===== src/rtl/send_scheduler_if.sv =====
// send_scheduler_if: groups the scheduler's control inputs and its pulse/status outputs.
// master = the environment (packet builder, senders, decoder); slave = the scheduler.
interface send_scheduler_if;
    logic        game_active;
    logic        update_req;
    logic        send_done;
    logic        ack_received;
    logic        ack_req;
    logic        lost_req;
    logic        hnd_busy;
    logic        update_data;
    logic        send_start;
    logic        hnd_ack_start;
    logic        hnd_lost_start;
    logic        seq_num;
    logic [3:0]  retry_cnt;
    logic        link_fail;
    logic [15:0] retx_total;

    modport master (
        output game_active, update_req, send_done, ack_received,
               ack_req, lost_req, hnd_busy,
        input  update_data, send_start, hnd_ack_start, hnd_lost_start,
               seq_num, retry_cnt, link_fail, retx_total
    );

    modport slave (
        input  game_active, update_req, send_done, ack_received,
               ack_req, lost_req, hnd_busy,
        output update_data, send_start, hnd_ack_start, hnd_lost_start,
               seq_num, retry_cnt, link_fail, retx_total
    );
endinterface


===== src/rtl/send_scheduler.sv =====
// send_scheduler: data-packet send / ACK-wait / retransmit FSM plus an independent handshake-line arbiter.
// Optional define SEND_SCHED_STATS_EN adds a saturating retransmit counter on retx_total (tied to 0 otherwise).
module send_scheduler #(
    parameter int TIMEOUT_CYCLES = 200,
    parameter int MAX_RETRIES    = 3
) (
    input logic             clk,
    input logic             rst_l,
    send_scheduler_if.slave bus
);

    localparam logic [7:0] TIMEOUT_LAST = 8'(TIMEOUT_CYCLES - 1);
    localparam logic [3:0] MAX_RETRY_L  = 4'(MAX_RETRIES);

    typedef enum logic [2:0] {
        IDLE     = 3'd0,
        LOAD     = 3'd1,
        START    = 3'd2,
        SENDING  = 3'd3,
        WAIT_ACK = 3'd4,
        FAIL     = 3'd5
    } state_t;

    state_t      state_r;
    state_t      next_state_s;
    logic        pending_r;
    logic [7:0]  timer_r;
    logic        seq_r;
    logic [3:0]  retry_r;
    logic        link_fail_r;
    logic        update_data_s;
    logic        timeout_s;
    logic        ack_win_s;
    logic        retx_s;
    logic        fail_s;

    logic        ack_pend_r;
    logic        lost_pend_r;
    logic        ack_start_r;
    logic        lost_start_r;
    logic        hnd_free_s;
    logic        grant_ack_s;
    logic        grant_lost_s;

    function automatic logic [15:0] sat_inc16(input logic [15:0] val);
        if (val == 16'hFFFF) begin
            return val;
        end else begin
            return val + 16'd1;
        end
    endfunction

    // WAIT_ACK outcome flags; an ACK beats a coincident timeout, and an inactive game overrides both
    always_comb begin
        timeout_s = (timer_r == TIMEOUT_LAST);
        ack_win_s = 1'b0;
        retx_s    = 1'b0;
        fail_s    = 1'b0;
        if (bus.game_active && (state_r == WAIT_ACK)) begin
            ack_win_s = bus.ack_received;
            retx_s    = !bus.ack_received && timeout_s && (retry_r < MAX_RETRY_L);
            fail_s    = !bus.ack_received && timeout_s && !(retry_r < MAX_RETRY_L);
        end else begin
            ack_win_s = 1'b0;
        end
    end

    // Data FSM next-state and update_data decode
    always_comb begin
        next_state_s  = state_r;
        update_data_s = 1'b0;
        if (!bus.game_active) begin
            next_state_s = IDLE;
        end else begin
            case (state_r)
                IDLE: begin
                    if (pending_r) begin
                        update_data_s = 1'b1;
                        next_state_s  = LOAD;
                    end else begin
                        next_state_s = IDLE;
                    end
                end
                LOAD:    next_state_s = START;
                START:   next_state_s = SENDING;
                SENDING: begin
                    if (bus.send_done) begin
                        next_state_s = WAIT_ACK;
                    end else begin
                        next_state_s = SENDING;
                    end
                end
                WAIT_ACK: begin
                    if (ack_win_s) begin
                        next_state_s = IDLE;
                    end else if (retx_s) begin
                        next_state_s = START;
                    end else if (fail_s) begin
                        next_state_s = FAIL;
                    end else begin
                        next_state_s = WAIT_ACK;
                    end
                end
                FAIL:    next_state_s = FAIL;
                default: next_state_s = IDLE;
            endcase
        end
    end

    // Data FSM state register
    always_ff @(posedge clk or negedge rst_l) begin
        if (!rst_l) begin
            state_r <= IDLE;
        end else begin
            state_r <= next_state_s;
        end
    end

    // Pending request, ACK timer, retry count and sticky link failure; seq_num survives a game stop
    always_ff @(posedge clk or negedge rst_l) begin
        if (!rst_l) begin
            pending_r   <= 1'b0;
            timer_r     <= 8'd0;
            seq_r       <= 1'b0;
            retry_r     <= 4'd0;
            link_fail_r <= 1'b0;
        end else if (!bus.game_active) begin
            pending_r   <= 1'b0;
            timer_r     <= 8'd0;
            retry_r     <= 4'd0;
            link_fail_r <= 1'b0;
        end else begin
            pending_r <= update_data_s ? 1'b0 : (pending_r | bus.update_req);
            timer_r   <= (state_r == WAIT_ACK) ? (timer_r + 8'd1) : 8'd0;
            if (ack_win_s) begin
                seq_r   <= ~seq_r;
                retry_r <= 4'd0;
            end else if (retx_s) begin
                retry_r <= retry_r + 4'd1;
            end else begin
                retry_r <= retry_r;
            end
            link_fail_r <= link_fail_r | fail_s;
        end
    end

    // Handshake grant: line idle and no start in the previous cycle; lost wins over ack
    always_comb begin
        hnd_free_s   = !bus.hnd_busy && !ack_start_r && !lost_start_r;
        grant_lost_s = hnd_free_s && lost_pend_r;
        grant_ack_s  = hnd_free_s && ack_pend_r && !lost_pend_r;
    end

    // Handshake pending bits and registered start pulses, independent of game_active
    always_ff @(posedge clk or negedge rst_l) begin
        if (!rst_l) begin
            ack_pend_r   <= 1'b0;
            lost_pend_r  <= 1'b0;
            ack_start_r  <= 1'b0;
            lost_start_r <= 1'b0;
        end else begin
            ack_pend_r   <= bus.ack_req  | (ack_pend_r  & ~grant_ack_s);
            lost_pend_r  <= bus.lost_req | (lost_pend_r & ~grant_lost_s);
            ack_start_r  <= grant_ack_s;
            lost_start_r <= grant_lost_s;
        end
    end

`ifdef SEND_SCHED_STATS_EN
    logic [15:0] retx_total_r;

    // Lifetime retransmit count; only a hard reset clears it
    always_ff @(posedge clk or negedge rst_l) begin
        if (!rst_l) begin
            retx_total_r <= 16'd0;
        end else if (retx_s) begin
            retx_total_r <= sat_inc16(retx_total_r);
        end else begin
            retx_total_r <= retx_total_r;
        end
    end

    assign bus.retx_total = retx_total_r;
`else
    assign bus.retx_total = 16'h0000;
`endif

    assign bus.update_data    = update_data_s;
    assign bus.send_start     = (state_r == START);
    assign bus.hnd_ack_start  = ack_start_r;
    assign bus.hnd_lost_start = lost_start_r;
    assign bus.seq_num        = seq_r;
    assign bus.retry_cnt      = retry_r;
    assign bus.link_fail      = link_fail_r;

endmodule


===== src/flat_wrapper.sv =====
// flat-port wrapper written by rule: the top's interface ports become plain ports
module send_scheduler_flat 
#(
    parameter int TIMEOUT_CYCLES = 200,
    parameter int MAX_RETRIES    = 3
)
  (clk, rst_l, bus_game_active, bus_update_req, bus_send_done, bus_ack_received, bus_ack_req, bus_lost_req, bus_hnd_busy, bus_update_data, bus_send_start, bus_hnd_ack_start, bus_hnd_lost_start, bus_seq_num, bus_retry_cnt, bus_link_fail, bus_retx_total);
  send_scheduler_if bus_i ();
  input logic clk;
  input logic rst_l;
  input wire logic [$bits(bus_i.game_active)-1:0] bus_game_active;
  input wire logic [$bits(bus_i.update_req)-1:0] bus_update_req;
  input wire logic [$bits(bus_i.send_done)-1:0] bus_send_done;
  input wire logic [$bits(bus_i.ack_received)-1:0] bus_ack_received;
  input wire logic [$bits(bus_i.ack_req)-1:0] bus_ack_req;
  input wire logic [$bits(bus_i.lost_req)-1:0] bus_lost_req;
  input wire logic [$bits(bus_i.hnd_busy)-1:0] bus_hnd_busy;
  output wire logic [$bits(bus_i.update_data)-1:0] bus_update_data;
  output wire logic [$bits(bus_i.send_start)-1:0] bus_send_start;
  output wire logic [$bits(bus_i.hnd_ack_start)-1:0] bus_hnd_ack_start;
  output wire logic [$bits(bus_i.hnd_lost_start)-1:0] bus_hnd_lost_start;
  output wire logic [$bits(bus_i.seq_num)-1:0] bus_seq_num;
  output wire logic [$bits(bus_i.retry_cnt)-1:0] bus_retry_cnt;
  output wire logic [$bits(bus_i.link_fail)-1:0] bus_link_fail;
  output wire logic [$bits(bus_i.retx_total)-1:0] bus_retx_total;
  assign bus_i.game_active = bus_game_active;
  assign bus_i.update_req = bus_update_req;
  assign bus_i.send_done = bus_send_done;
  assign bus_i.ack_received = bus_ack_received;
  assign bus_i.ack_req = bus_ack_req;
  assign bus_i.lost_req = bus_lost_req;
  assign bus_i.hnd_busy = bus_hnd_busy;
  assign bus_update_data = bus_i.update_data;
  assign bus_send_start = bus_i.send_start;
  assign bus_hnd_ack_start = bus_i.hnd_ack_start;
  assign bus_hnd_lost_start = bus_i.hnd_lost_start;
  assign bus_seq_num = bus_i.seq_num;
  assign bus_retry_cnt = bus_i.retry_cnt;
  assign bus_link_fail = bus_i.link_fail;
  assign bus_retx_total = bus_i.retx_total;
  send_scheduler #(.TIMEOUT_CYCLES(TIMEOUT_CYCLES), .MAX_RETRIES(MAX_RETRIES)) u_core (.clk(clk), .rst_l(rst_l), .bus(bus_i));
endmodule

===== config.mk =====
export PLATFORM = sky130hd
export DESIGN_NAME = send_scheduler_flat
export DESIGN_NICKNAME = d
export VERILOG_FILES = /design/src/rtl/send_scheduler_if.sv /design/src/rtl/send_scheduler.sv /design/src/flat_wrapper.sv
export SDC_FILE = /design/constraint.sdc
export NUM_CORES = 1
export LEC_CHECK = 0
export CELL_PAD_IN_SITES_DETAIL_PLACEMENT = 1
export CELL_PAD_IN_SITES_GLOBAL_PLACEMENT = 1
export CORE_AREA = 2 2 60 62
export DETAILED_ROUTE_END_ITERATION = 12
export DIE_AREA = 0 0 62 64
export GPL_ROUTABILITY_DRIVEN = 0
export MAX_ROUTING_LAYER = met4
export PLACE_DENSITY = 0.8
export SLEW_MARGIN = 10
export SYNTH_ARGS = -nofsm -noshare
export SYNTH_HDL_FRONTEND = slang
export SYNTH_SLANG_ARGS = --single-unit

===== constraint.sdc =====
create_clock -name clk -period 3.13 [get_ports clk]
set_clock_uncertainty 0.2 [all_clocks]
set_input_delay 0.626 -clock clk [delete_from_list [all_inputs] [get_ports clk]]
set_output_delay 0.626 -clock clk [all_outputs]
set_load 0.02 [all_outputs]

==> results.ini, run 1 <==
[routing]
vias = 849
totalWireLength_um = 2281
wl_per_cell_um = 12.53
avgViaCountPerCell = 4.665
first_pass_iters = 3
drc = 0
ant_nets = 0
drtIter0Drc = 14

[floorplan]
row_count = 21
die_y_um = 64
initial_core_util = 0.3547
core-area_um2 = 3284
die-area_um2 = 3968
die_w_um = 62
num_io_pins = 35

[cells_and_area]
final_cell_mix = dfrtp_1 (22), clkdlybuf4s50_1 (18), conb_1 (16), nor2_1 (11)
nets = 148
final_area_um2 = 1380
seqCellArea_um2 = 550.5
fill_cells = 380
diodes = 0
finalNonFillerCells = 182
synthToLayoutAreaGrowth_pct = 18.47
drive_above_1_share = 0.09559
multiInputGateArea_um2 = 529.3
post-route-util = 0.4202
layout_commonest_cell = dfrtp_1

[power_and_ir_drop]
p_per_area_nw_per_um2 = 404.3
peakVddDrop_v = 0.0002239
cellLeakagePower_nw = 0.6226

[clocking]
cts_root_buf = clkbuf_4
cts_setup_buffers = 0
clk-insertion-delay-late_ns = 0.31
cts.sinks = 22
cts_buffers = 3
cts_tree = yes
cts_hold_buf = 0
cts.path.max_buffers = 2
cts.clk_slew.worst_paths_ns = 0.12
cts-htree-levels = 1
cts-resized-gates = 0

[setup_path]
worstPathRequired_ns = 2.30
critical_path.startpoint = u_core.state_r[2]
r2r-start = u_core.timer_r[0]
r2r-end = u_core.bus.retry_cnt[0]
worstPathArrival_ns = 1.86
r2r_slack_ns = 1.31
critPathKind = flip-flop to primary output
cp-end-kind = primary output
rr_worst_depth = 5
startpoint_type = flip-flop
cp_max_fo = 9

[grt]
met3_usage = 0.02024
first_global_vias = 842
grt_pass1_wl_um = 3877
antenna_found_initial = 0
grt_start_max_net_pins = 23
grt_util_met2 = 0.1966
overflow = 0
top_usage_layer = met2
grtUsageTotal = 0.1328
grtUsageMet1 = 0.1797

[sta]
finalHoldViolations = 0
setup_tns_ns = 0
period_needed_ns = 2.686
fin_ws_ns = 0.4440
drv_slew = 0
fmax_mhz = 372.3
grt_setup_unrepaired = no
setup_violations = 0
finalCritPeriodShare = 0.8582

[synth]
synth_xor_area_frac = 0.05263
syn_area_per_cell_um2 = 10.13
synth_top_family_by_area = simple AND/OR/NAND/NOR gates
yosysTopAreaCellShare = 0.4726
synthSimpleGateAreaFrac = 0.2299
muxShareOfSynthArea = 0
yosysTopAreaCell = dfrtp_1
synthCells = 115
synth_cell_types = 34
synth_compound_area_frac = 0.09882
ys_warn_count = 0
syn-cell-area_um2 = 1165
ys_seq_elements = 22
synth-adder-area-share = 0.02148
netlist_top_cells_area = dfrtp_1 (47%), buf_4 (10%), nor2_1 (3.5%), xor2_1 (3.0%), xnor2_1 (2.3%)
seq_area_frac_synth = 0.4726

[flow_run]
max_cap_violations = 0

[worst_hold_path]
min_from = u_core.lost_pend_r
hold_path_depth = 1
hold_path_end = u_core.bus.hnd_ack_start
hp-class = flip-flop to flip-flop

[run_status]
status = finished clean

[place]
post_dp_cell_area_um2 = 1344
dp_hpwl_um = 1707
placedCellCount = 178
io_buffers = 18
place_ws_ns = 0.4677

area by class of cell:
| type | instances | share of cell area |
|---|---|---|
| Sequential cell | 22 | 0.3989 |
| Inverter | 3 | 0.008160 |
| Timing Repair Buffer | 20 | 0.1414 |
| Clock buffer | 4 | 0.02629 |
| Multi-Input combinational cell | 87 | 0.3835 |
| Tap cell | 46 | 0.04170 |
cell families after synthesis:
logic type	Yosys count
AND/OR/NAND/NOR	44
XOR/XNOR	7
flip-flops	22
buffers and inverters	21
other	1
AO/OA/AOI/OAI	18
adder cells (fa/ha/maj)	2
sequential cells by signal, indices dropped and copies added, names as in the netlist:
signal,cells
u_core.state_r,3
u_core.timer_r,8
u_core.bus.hnd_ack_start,1
u_core.ack_pend_r,1
u_core.bus.retry_cnt,4
u_core.bus.hnd_lost_start,1
u_core.pending_r,1
u_core.bus.seq_num,1
u_core.bus.link_fail,1
u_core.lost_pend_r,1
worst max-delay path: stages, from the launching register on:
cell	delay, ns
dfrtp_1	0.50
nor3_1	0.26
and3_1	0.19
clkdlybuf4s50_1	0.60
how the worst max path moves through the flow:
| stage | to | slack (ns) | depth (start not counted) |
|---|---|---|---|
| 3_3_place_gp | bus_update_data | 0.47 | 3 |
| 2_1_floorplan | bus_send_start | 1.27 | 2 |
| 4_1_cts | bus_update_data | 0.43 | 3 |
| 5_1_grt | bus_update_data | 0.33 | 3 |
| 6_report | bus_update_data | 0.44 | 3 |
| 3_5_place_dp | bus_update_data | 0.47 | 3 |
cells in the mapped netlist:
master    count
a22oi_1       1
nor3_1        2
nor3b_1       2
and4bb_1      1
or2_2         1
and4bb_2      1
buf_4        16
o21ai_0       5
buf_2         2
inv_1         3
and2_1        2
a21o_1        1
o22a_2        1
a31oi_1       1
a21oi_1       5
a221oi_1      1
nor2_1       11
nor3b_4       1
and3_1        4
conb_1        1
o21a_1        1
ha_1          2
xor2_1        4
nand2b_1      4
or3_1         2
dfrtp_1      22
nand3_2       1
nand3_1       5
o211a_1       1
nand2_1       5
a21boi_0      1
xnor2_1       3
nor3_4        1
nand2_2       1
power breakdown:
| group | switching [mW] | leakage, nW | internal [mW] |
|---|---|---|---|
| clock | 0.0892 | 0.0210 | 0.0711 |
| sequential | 0.0137 | 0.295 | 0.295 |
| combinational | 0.0515 | 0.307 | 0.0376 |
layer usage:
metal | wire length, µm | share of wire
met2 | 1153 | 0.51
met4 | 28 | 0.012
met5 | 0 | 0
met3 | 103 | 0.045
met1 | 996 | 0.44
metrics by stage:
step           total power [mW]  hold WS, ns
6_report                 0.5580       0.2905
5_1_grt                  0.5896       0.3134
4_1_cts                  0.5667       0.2930
3_5_place_dp             0.4036       0.2567
3_3_place_gp             0.4000       0.2399
2_1_floorplan            0.3788       0.1304
Power figures use the tool's default switching activity.
==> run 2, diff against run 1 <==
--- a/config.mk
+++ b/config.mk
@@ -11,7 +11,6 @@
 export DETAILED_ROUTE_END_ITERATION = 12
 export DIE_AREA = 0 0 62 64
 export GPL_ROUTABILITY_DRIVEN = 0
-export MAX_ROUTING_LAYER = met4
 export PLACE_DENSITY = 0.8
 export SLEW_MARGIN = 10
 export SYNTH_ARGS = -nofsm -noshare
==> results.ini, run 2 (synthesis results as in run 1) <==
[run_status]
status = finished clean

[sta]
finalCritPeriodShare = 0.8582
setup_tns_ns = 0
period_needed_ns = 2.686
finalHoldViolations = 0
holdWs_ns = 0.2905
drv_slew = 0
setup_violations = 0
fmax_mhz = 372.3
grt_setup_unrepaired = no

[floorplan]
die_y_um = 64
core-area_um2 = 3284
die_w_um = 62
num_io_pins = 35
die-area_um2 = 3968
row_count = 21
initial_core_util = 0.3547

[clocking]
cts_buffers = 3
cts.clk_slew.worst_paths_ns = 0.12
cts.path.max_buffers = 2
cts_root_buf = clkbuf_4
clk-insertion-delay-late_ns = 0.31
cts.sinks = 22
cts-htree-levels = 1
cts_tree = yes
cts_setup_buffers = 0
cts-resized-gates = 0
cts_hold_buf = 0

[routing]
first_pass_iters = 3
vias = 849
wl_met2_um = 1153
drtIter0Drc = 13
drc = 0
ant_nets = 0
avgViaCountPerCell = 4.665
dr.max_layer_used = met4
wl_met3_um = 109
wl_per_cell_um = 12.54
met1_length_um = 991
totalWireLength_um = 2282

[cells_and_area]
post-route-util = 0.4202
synthToLayoutAreaGrowth_pct = 18.47
max_flop_register = u_core.timer_r
fill_cells = 380
finalNonFillerCells = 182
diodes = 0
multiInputGateArea_um2 = 529.3
drive_above_1_share = 0.09559
largest_reg_flops = 8
nets = 148
seqCellArea_um2 = 550.5
layout_commonest_cell = dfrtp_1
final_cell_mix = dfrtp_1 (22), clkdlybuf4s50_1 (18), conb_1 (16), nor2_1 (11)

[setup_path]
cp_max_fo = 9
r2r-end = u_core.bus.retry_cnt[0]
worstPathRequired_ns = 2.30
rr_worst_depth = 5
cp-end-kind = primary output
r2r-start = u_core.timer_r[0]
startpoint_type = flip-flop
worstPathArrival_ns = 1.86
critPathKind = flip-flop to primary output
r2r_slack_ns = 1.31
critical_path.startpoint = u_core.state_r[2]

[power_and_ir_drop]
p_total_mw = 0.5580
p_per_area_nw_per_um2 = 404.3
cellLeakagePower_nw = 0.6226
peakVddDrop_v = 0.0002239

[grt]
overflow = 0
first_global_vias = 842
grt_pass1_wl_um = 3877
grt_start_max_net_pins = 23
grtUsageTotal = 0.1294
antenna_found_initial = 0

[worst_hold_path]
hold_path_depth = 1
hold_path_end = u_core.bus.hnd_ack_start
min_from = u_core.lost_pend_r
hp-class = flip-flop to flip-flop

[place]
placedCellCount = 178
io_buffers = 18
dp_hpwl_um = 1707

[flow_run]
max_cap_violations = 0

-- run 2: cell counts in the layout (fill, tap and decap cells not counted) --
No cell type changed its count.
-- run 2: worst max path at each step --
stage,to,slack (ns)
2_1_floorplan,bus_send_start,1.27
3_3_place_gp,bus_update_data,0.47
3_5_place_dp,bus_update_data,0.47
4_1_cts,bus_update_data,0.43
5_1_grt,bus_update_data,0.33
6_report,bus_update_data,0.44
-- run 2: metal layers --
layer | vias up | global-route usage
met5 | - | 0
met4 | 0 | 0.05319
met3 | 2 | 0.02227
met2 | 21 | 0.1966
met1 | 424 | 0.1784
li1 | 402 | -
-- run 2: power breakdown --
part | internal (mW) | leakage (nW) | switching [mW]
Sequential | 0.295 | 0.295 | 0.0137
Clock | 0.0711 | 0.0210 | 0.0892
Combinational | 0.0376 | 0.307 | 0.0515
Total | 0.404 | 0.623 | 0.154
-- run 2: area by class of cell --
| cell class | count | share of cell area |
|---|---|---|
| Multi-Input combinational cell | 87 | 0.3835 |
| Tap cell | 46 | 0.04170 |
| Timing Repair Buffer | 20 | 0.1414 |
| Sequential cell | 22 | 0.3989 |
| Inverter | 3 | 0.008160 |
| Clock buffer | 4 | 0.02629 |
-- run 2: critical path, cell delays in order, from the launching register on --
cell,delay [ns]
dfrtp_1,0.50
nor3_1,0.26
and3_1,0.19
clkdlybuf4s50_1,0.60
-- run 2: per-stage QoR --
step,instance area [µm²],setup WS [ns]
global route,1380,0.3343
detailed placement,1344,0.4677
finish,1380,0.4440
global placement,1344,0.4680
floorplan,1221,1.273
CTS,1380,0.4317
